$ cat src/rtl/stall_ctrl.sv
// Pipeline stall/flush controller.
// Freezes the stages up to the deepest stalling stage, inserts a bubble behind
// it, and applies redirect flushes either immediately or, when the flushing
// stage is itself frozen, as soon as the freeze drops below it. A saturating
// stall counter and a consecutive-stall watchdog give hang visibility.
//
//   state   | meaning
//   --------+---------------------------------------------------------------
//   ST_IDLE | no flush outstanding
//   ST_PEND | flush requested while stage FLUSH_SRC or deeper was stalled;
//           | waiting for the first cycle it can be applied
module stall_ctrl #(
   parameter int N_STAGE    = 5,
   parameter int FLUSH_SRC  = 2,
   parameter int WDOG_LIMIT = 1024
) (
   input  logic                 clk,
   input  logic                 rst,
   input  logic [N_STAGE-1:0]   stall_req,
   input  logic                 flush_req,
   output logic [2*N_STAGE-1:0] stall_sign,
   output logic [N_STAGE-1:0]   bubble_sign,
   output logic                 redirect_en,
   output logic [31:0]          stall_cnt,
   output logic                 wdog_err
);

   localparam int               RUN_W   = $clog2(WDOG_LIMIT + 1);
   localparam logic [RUN_W-1:0] RUN_MAX = RUN_W'(WDOG_LIMIT);

   typedef enum logic {
      ST_IDLE = 1'b0,
      ST_PEND = 1'b1
   } state_t;

   state_t               state_q, state_d;
   logic [31:0]          cnt_q, cnt_d;
   logic [RUN_W-1:0]     run_q, run_d;
   logic                 wdog_q, wdog_d;

   int                   k;
   logic                 any_stall;
   logic                 flush_want;
   logic                 flush_go;
   logic                 sign_any;
   logic [2*N_STAGE-1:0] sign_raw;
   logic [N_STAGE-1:0]   bub_raw;
   logic                 redir_raw;

   // Deepest stage currently requesting a stall.
   always_comb begin
      k = 0;
      for (int i = 0; i < N_STAGE; i++) begin
         if (stall_req[i]) k = i;
      end
   end

   assign any_stall  = |stall_req;
   assign flush_want = flush_req | (state_q == ST_PEND);
   // A flush may go ahead only when nothing at or beyond the flushing stage is frozen;
   // any shallower stall belongs to the wrong path and is dropped.
   assign flush_go   = flush_want & (~any_stall | (k < FLUSH_SRC));

   // Stall/bubble/redirect decode and next flush state.
   always_comb begin
      sign_raw  = '0;
      bub_raw   = '0;
      redir_raw = 1'b0;
      state_d   = ST_IDLE;
      if (flush_go) begin
         redir_raw = 1'b1;
         for (int i = 0; i < FLUSH_SRC; i++) bub_raw[i] = 1'b1;
      end else begin
         if (any_stall) begin
            for (int j = 0; j < 2*N_STAGE; j++) begin
               if (j < 2*k) sign_raw[j] = 1'b1;
            end
            for (int i = 0; i < N_STAGE; i++) begin
               if (i == k) bub_raw[i] = 1'b1;
            end
         end
         if (flush_want) state_d = ST_PEND;
      end
   end

   // Reset gates the strobes combinationally so nothing leaks while rst is low.
   assign stall_sign  = rst ? sign_raw  : '0;
   assign bubble_sign = rst ? bub_raw   : '0;
   assign redirect_en = rst ? redir_raw : 1'b0;
   assign sign_any    = |stall_sign;

   // Saturating total-stall counter, consecutive-stall run counter and sticky watchdog.
   always_comb begin
      cnt_d  = cnt_q;
      run_d  = '0;
      if (sign_any) begin
         if (cnt_q != 32'hFFFF_FFFF) cnt_d = cnt_q + 32'd1;
         run_d = (run_q == RUN_MAX) ? run_q : run_q + 1'b1;
      end
      wdog_d = wdog_q | (run_d == RUN_MAX);
   end

   // State and counter registers.
   always_ff @(posedge clk or negedge rst) begin
      if (!rst) begin
         state_q <= ST_IDLE;
         cnt_q   <= '0;
         run_q   <= '0;
         wdog_q  <= 1'b0;
      end else begin
         state_q <= state_d;
         cnt_q   <= cnt_d;
         run_q   <= run_d;
         wdog_q  <= wdog_d;
      end
   end

   assign stall_cnt = cnt_q;
   assign wdog_err  = wdog_q;

endmodule

$ cat config.mk
export PLATFORM = sky130hd
export DESIGN_NAME = stall_ctrl
export DESIGN_NICKNAME = d
export VERILOG_FILES = /design/src/rtl/stall_ctrl.sv
export SDC_FILE = /design/constraint.sdc
export NUM_CORES = 1
export LEC_CHECK = 0
export ABC_AREA = 1
export BUFFER_PORTS_ARGS = -buffer_cell sky130_fd_sc_hd__buf_2
export CAP_MARGIN = 20
export CORE_ASPECT_RATIO = 0.7
export CORE_UTILIZATION = 46
export DETAILED_ROUTE_END_ITERATION = 7
export PLACE_DENSITY = 0.77
export SYNTH_ARGS = -nofsm -noshare
export SYNTH_HDL_FRONTEND = slang
export SYNTH_SLANG_ARGS = --single-unit
$ cat constraint.sdc
create_clock -name clk -period 1.4 [get_ports clk]
set_input_delay 0.07 -clock clk [delete_from_list [all_inputs] [get_ports clk]]
set_output_delay 0.07 -clock clk [all_outputs]
set_load 0.01 [all_outputs]
* Word-level counts from Yosys, hierarchy flattened
Cells that the tools add are included.
Word-level totals: register bits 45, logic and storage cells 65, input port bits 8
Cells by class: mux-type cells 32, add/subtract/negate cells 2, equal/unequal tests 7, bitwise logic cells 5, reduce and logical (&&, ||, !) cells 4, order comparisons 11
Operators with widths (count):
- less-than comparator 4 x 32 -> 1 bit (first input constant) | 4
- == test 3 x 32 -> 1 bit (first input constant) | 2
- less-than comparator 3 x 32 -> 1 bit (first input constant) | 2
- less-than comparator 5 x 32 -> 1 bit (first input constant) | 2
- adder 32 x 1 -> 32 bit (second input constant) | 1
- == test 2 x 32 -> 1 bit (first input constant) | 1
- == test 4 x 32 -> 1 bit (first input constant) | 1
- zero test 32 bit | 1
- less-than comparator 1 x 32 -> 1 bit (first input constant) | 1
- less-than comparator 2 x 32 -> 1 bit (first input constant) | 1
- less-than comparator 32 x 3 -> 1 bit (second input constant) | 1
- two-way mux 32 bit | 1
- != test 32 bit (second input constant) | 1
- two-way mux 10 bit | 3
- == test 11 bit (second input constant) | 2
- two-way mux 11 bit | 2
- two-way mux 1 bit | 20
- adder 11 x 1 -> 11 bit (second input constant) | 1
- two-way mux 5 bit | 2
- OR reduction 10 bit | 1
- two-way mux 2 bit | 3
- OR reduction 5 bit | 1
- two-way mux 3 bit | 1
- bitwise OR 1 bit | 3
- other kinds (3) | 3

* Logic depth before layout (Yosys ltp)
Gate-level depths: netlist of the first run.
depth after elaboration 13, gate-level depth with buffers 11, gate-level depth less buffers 11

* Worst setup path before layout of the first run
Ideal clock, no wire load.
path kind register to register, start register cnt_q[0] (netlist: stall_cnt[0]), end register cnt_q[28] (netlist: stall_cnt[28]), clock period less this slack 1613 ps, arrival time 1493 ps, slack -213 ps, stages on the path, launching flop included 10, cells stage by stage dfrtp_1 > ha_1 > nand3_2 > inv_2 > nand2_2 > nor2_4 > a21boi_1 > buf_2 > o21ai_1 > nand2_1
On the way: word-level cells in the longest chain between the ends 2, elaborated cells on any way between the ends 3, classes of those cells add/sub: 1; eq/ne: 1; reduce/logical: 1
Ends and longest elaborated chain:
- start: declaration | line 37 | logic [31:0] cnt_q, cnt_d;
- start signal: assignment | line 112 | cnt_q <= cnt_d;
- parallel branches: the longest is 2 deep, another holds adder 32 x 1 -> 32 bit
Several ways; the timed one is not identified. A chain may end at the register's enable or synchronous reset.

* Final worst setup path of the first run
start register cnt_q[18] (netlist: stall_cnt[18]), end register cnt_q[24] (netlist: stall_cnt[24])
Same word-level chain as after synthesis.

==> results.yml, run 1 <==
routing:
  drt_wl_total_um: 10730
  first_pass_iters: 8
  drt_iter0_drc: 351
  routed-via-count: 3634
  routed_via_density: 5.328
  post_drt_wl_per_cell_um: 15.73
  drc_errors: 2
  ant_nets: 0
global_route:
  antenna_found_initial: 0
  grt_max_degree: 29
  track_usage_pct: 28.04
  overflow: 0
  grt_pass1_vias: 3203
  grt_first_pass_wirelength_um: 15170
power:
  p_total_mw: 3.607
  powerDensity_nw_per_um2: 775.2
  leakage_nw: 2.578
  ir_worst_vdd_uv: 492.5
timing:
  worst_slack_ps: -246.2
  max_freq_ghz: 0.6074
  rsz0062_at_grt: "true"
  setup_viol: 38
  finalHoldViolCount: 0
  slew_headroom_pct: 46.18
  fin_crit_sh_pct: 117.6
  min_period_ps: 1646
  worst_slew_pin_slew_ps: 804.6
  slew_violations: 0
  skew_ps: 9.155
finish:
  multi_input_area_um2: 1934
  mostFrequentLayoutCells: "nand2_1, buf_4, buf_2"
  drive_gt1_share_pct: 43.05
  final_common_cell: "nand2_1"
  seqCellArea_um2: 1129
  nFillCells: 440
  num_antenna_cells: 0
  num-nets-final: 614
  final_util_pct: 74.14
  syn2layout_area_growth_pct: 55.02
die:
  boundaryPins: 57
  start_util_pct: 47.83
  rows: 24
  die_h_um: 69.59
  die_x_um: 98.55
  core-area_um2: 6276
  die_area_um2: 6858
hold_path:
  min_path_cells: 5
  hp-class: "in -> reg"
  min_to: "state_q"
  hp-start: "stall_req[2]"
critical_path:
  endpoint_kind: "flop"
  r2r-start: "stall_cnt[18]"
  cp_data_required_time_ps: 1650
  timing.rr.end: "stall_cnt[24]"
  critical_path_class: "reg -> reg"
  rrSetupSlack_ps: -250
  rr_worst_depth: 9
  arrival_ps: 1900
  cp-start-kind: "flop"
  path_max_fanout: 6
yosys:
  synth-seq-area-share_pct: 37.52
  synth_area_um2: 3002
  synth.distinct_cells: 28
  yosysWarnings: 0
  synthesis.instances: 445
  synth-seq-cells: 45
  syn_avg_cell_area_um2: 6.745
clocking:
  clkSlewWorstSetupHoldPaths_ps: 90
  clock-sinks: 45
  tritoncts: "done"
  cts_buffer_depth: 2
  insertion_delay_ps: 310
  cts_root_buffer: "clkbuf_8"
  cts.htree.levels: 2
  cts_made_buffers: 5
placement:
  place_hpwl_um: 6855
  numPortBuffers: 54
  routabilityCongestion: 0.9260
flow_run:
  cap_violations: 0
run_status:
  violations: "design-rule violations, negative setup slack"
  outcome: "finished, violations left"
[cell families (layout without fill, tap and decap cells)]
family	Yosys count	count (layout)	synth area share (%)
buffers and inverters	64	222	9.670
flip-flops	45	45	37.52
adder cells (fa/ha/maj)	3	3	1.251
XOR/XNOR	28	28	8.170
AND/OR/NAND/NOR	286	286	40.02
AO/OA/AOI/OAI	18	18	3.252
other	1	2	0.1249
[worst max-delay path, stage by stage (launching register included)]
cell and delay [ps]:
dfrtp_1 430, nand2_2 110, nor2_4 120, nand4_1 160, nor3_4 230, nand2_2 130, nand2_8 130, clkbuf_16 170
nand2_2 40, nand2_1 50
[per-stage QoR]
stage          worst slack (ps)  area (µm²)  setup TNS [ps]  hold WS, ps  std cells
2_1_floorplan            -130.1        3024           -3577       -225.6        446
3_3_place_gp             -182.9        4000           -5139        79.65        654
3_5_place_dp             -234.2        4000           -6956        80.04        654
4_1_cts                  -152.1        4372           -4121        192.8        672
5_1_grt                  -347.0        4653          -10790        223.2        682
6_report                 -246.2        4653           -7783        209.3        682
[layer usage]
layer  routed length (µm)  vias up  global-route usage (%)
li1                     -     1674                       -
met1                 4447     1719                   40.25
met2                 4929      201                   44.44
met3                 1020       40                   4.435
met4                  331        0                   6.799
met5                    0        -                       0
[worst max path at each step]
stage,startpoint,end,slack (ps),depth (start not counted)
after detailed placement,stall_cnt[9],stall_cnt[12],-230,8
final,stall_cnt[18],stall_cnt[24],-250,9
after global placement,stall_cnt[9],stall_cnt[28],-180,8
after CTS,stall_cnt[16],stall_cnt[2],-150,9
after floorplan,stall_cnt[1],stall_cnt[28],-130,9
after global routing,run_q[3],wdog_err,-350,9
[timing repair]
item	in CTS	in global routing
endpoints found under the setup margin	37	42
gates resized for setup	54	47
cloned	0	4
hold buffers	2	0
endpoints found under the hold margin	17	0
pin swaps	26	10
setup buffers	8	7
[report_power, final]
part / switching [mW] / total, mW / internal (mW)
clock: 0.496 / 0.844 / 0.348
sequential: 0.125 / 1.53 / 1.40
combinational: 0.629 / 1.24 / 0.609
[registers in the layout, indices dropped and copies added, names as in the netlist]
| register | cells |
|---|---|
| stall_cnt | 32 |
| state_q | 1 |
| run_q | 11 |
| wdog_err | 1 |
[Yosys cell counts, drive strengths merged]
master | count | area (µm²)
a21oi | 3 | 15.01
ha | 3 | 37.54
dfrtp | 45 | 1126
o21ai | 12 | 60.06
nor2 | 54 | 217.7
nand4 | 6 | 37.54
o21bai | 1 | 7.510
buf | 13 | 98.84
a21boi | 2 | 15.02
nand3b | 4 | 30.03
nand3 | 25 | 130.1
xnor2 | 13 | 113.9
inv | 51 | 191.4
nor3 | 16 | 90.09
nand2 | 180 | 688.2
nor3b | 1 | 7.510
xor2 | 15 | 131.4
conb | 1 | 3.750
[layout make-up]
type	count	area share, %
Tap cell	78	2.097
Clock buffer	6	1.560
Multi-Input combinational cell	337	41.57
Inverter	51	4.114
Clock inverter	2	0.2151
Timing Repair Buffer	163	26.19
Sequential cell	45	24.25
No activity file was read; power rests on OpenSTA's default activity.
==> run 2: changes to the inputs <==
==> constraint.sdc (replaced) <==
create_clock -name clk -period 1.4 [get_ports clk]
set_input_delay 0.35 -clock clk [delete_from_list [all_inputs] [get_ports clk]]
set_output_delay 0.35 -clock clk [all_outputs]
set_load 0.01 [all_outputs]
==> results.yml, run 2 (synthesis gave the netlist of run 1 again) <==
run_status:
  outcome: "finished, violations left"
  violations: "design-rule violations, negative setup slack"
critical_path:
  cp-start-kind: "flop"
  endpoint_kind: "flop"
  arrival_ps: 2200
  cp_data_required_time_ps: 1660
  path_max_fanout: 9
  critical_path_class: "reg -> reg"
placement:
  dp_slack_ps: -256.4
  routabilityCongestion: 0.9351
  placed_area_um2: 4128
  place_hpwl_um: 7033
  numPortBuffers: 54
routing:
  ant_nets: 0
  drc_errors: 5
  drt_wl_total_um: 15600
  routed-via-count: 4451
  routed_via_density: 6.305
  first_pass_iters: 8
  post_drt_wl_per_cell_um: 22.10
  drt_iter0_drc: 668
finish:
  seqCellArea_um2: 1132
  nFillCells: 312
  multi_input_area_um2: 2175
  syn2layout_area_growth_pct: 75.82
  fin_area_um2: 5278
  largest_register_ffs: 32
  num-nets-final: 638
  mostFrequentLayoutCells: "nand2_1, buf_4, buf_2"
  final_common_cell: "nand2_1"
  drive_gt1_share_pct: 53.03
  num_antenna_cells: 0
timing:
  setup_viol: 57
  fin_crit_sh_pct: 138.3
  slew_violations: 0
  setup_tns_ps: -17710
  skew_ps: 22.77
  min_period_ps: 1936
  max_freq_ghz: 0.5165
  worst_slack_ps: -536.1
  finalHoldViolCount: 0
  rsz0062_at_grt: "true"
clocking:
  clkSlewWorstSetupHoldPaths_ps: 100
  cts_root_buffer: "clkbuf_8"
  cts_buffer_depth: 2
  cts.htree.levels: 2
  clock-sinks: 45
  tritoncts: "done"
  ctsHoldBuffers: 0
  insertion_delay_ps: 320
  cts_made_buffers: 5
die:
  die_x_um: 98.55
  start_util_pct: 47.83
  boundaryPins: 57
  rows: 24
  core-area_um2: 6276
  die_h_um: 69.59
  die_area_um2: 6858
global_route:
  grt_pass1_vias: 3779
  grt_first_pass_wirelength_um: 18490
  grtUsageMet2_pct: 57.28
  grt_max_degree: 26
  met1_usage_pct: 44.04
  antenna_found_initial: 0
  met3_usage_pct: 8.669
  overflow: 0
  grt-busiest-layer: "met2"
  track_usage_pct: 35.19
flow_run:
  cap_violations: 0
power:
  powerDensity_nw_per_um2: 777.7
  ir_worst_vdd_uv: 652.8
  leakage_nw: 2.837
hold_path:
  hp-class: "in -> async"
==> run 2: cell types whose count changed in the layout (fill, tap and decap cells not counted), sizes merged <==
cell and delta:
clkinvlp +1, clkinv -2, dlygate4sd3 -2, buf +27
==> run 2: stage by stage <==
stage | power, mW | std cells | util, % | hold slack [ps]
4_1_cts | 3.650 | 699 | 74.38 | 143.2
5_1_grt | 4.164 | 706 | 84.09 | 190.1
3_3_place_gp | 2.464 | 669 | 65.77 | 445.5
6_report | 4.104 | 706 | 84.09 | 152.8
3_5_place_dp | 2.504 | 669 | 65.77 | 452.6
2_1_floorplan | 1.966 | 446 | - | 54.41
==> run 2: area by class of cell <==
class,instances,area share (%)
inverters,51,3.675
repair buffers,187,30.23
well taps,78,1.849
clock inverters,1,0.1422
multi-input cells,337,41.20
clock buffers,7,1.446
flip-flops and latches,45,21.46
==> run 2: final timing paths <==
| kind | start | cells after the start | end | slack, ps |
|---|---|---|---|---|
| hold / removal | rst | 2 | stall_cnt[15] | 150 |
| min in group clk | wdog_err | 2 | wdog_err | 480 |
| hold reg to reg | wdog_err | 2 | wdog_err | 480 |
| setup / recovery | stall_cnt[9] | 11 | stall_cnt[31] | -540 |
| max in group asynchronous | rst | 2 | stall_cnt[22] | 930 |
| setup reg to reg | stall_cnt[9] | 11 | stall_cnt[31] | -540 |
==> run 2: what timing repair did <==
action / 4_1_cts / 5_1_grt
pin swaps: 11 / 33
gates resized for setup: 55 / 157
buffers inserted: 18 / 15
gates cloned: 4 / 2
setup endpoints to repair: 43 / 56
hold endpoints to repair: 0 / 0
==> run 2: metal layers <==
layer  routed length [µm]  part of all wire, %  vias up
met5                    0                    0        -
met4                 1538                  9.9        0
met3                 2091                   13      187
met2                 6626                   42      462
met1                 5347                   34     2062
li1                     -                    -     1740
==> run 2: power breakdown <==
group | total (mW) | switching, mW | internal, mW
sequential | 1.56 | 0.153 | 1.40
clock | 0.882 | 0.526 | 0.356
combinational | 1.67 | 0.837 | 0.829
==> run 2: critical path: stages (launching register included) <==
cell and delay [ps]:
dfrtp_1 430, inv_2 110, nor3_2 180, buf_4 170, nand2_4 60, nor2_4 230, nand2_4 130, nand2_8 120
buf_12 120, buf_16 130, nand2_1 80, nand2_1 110
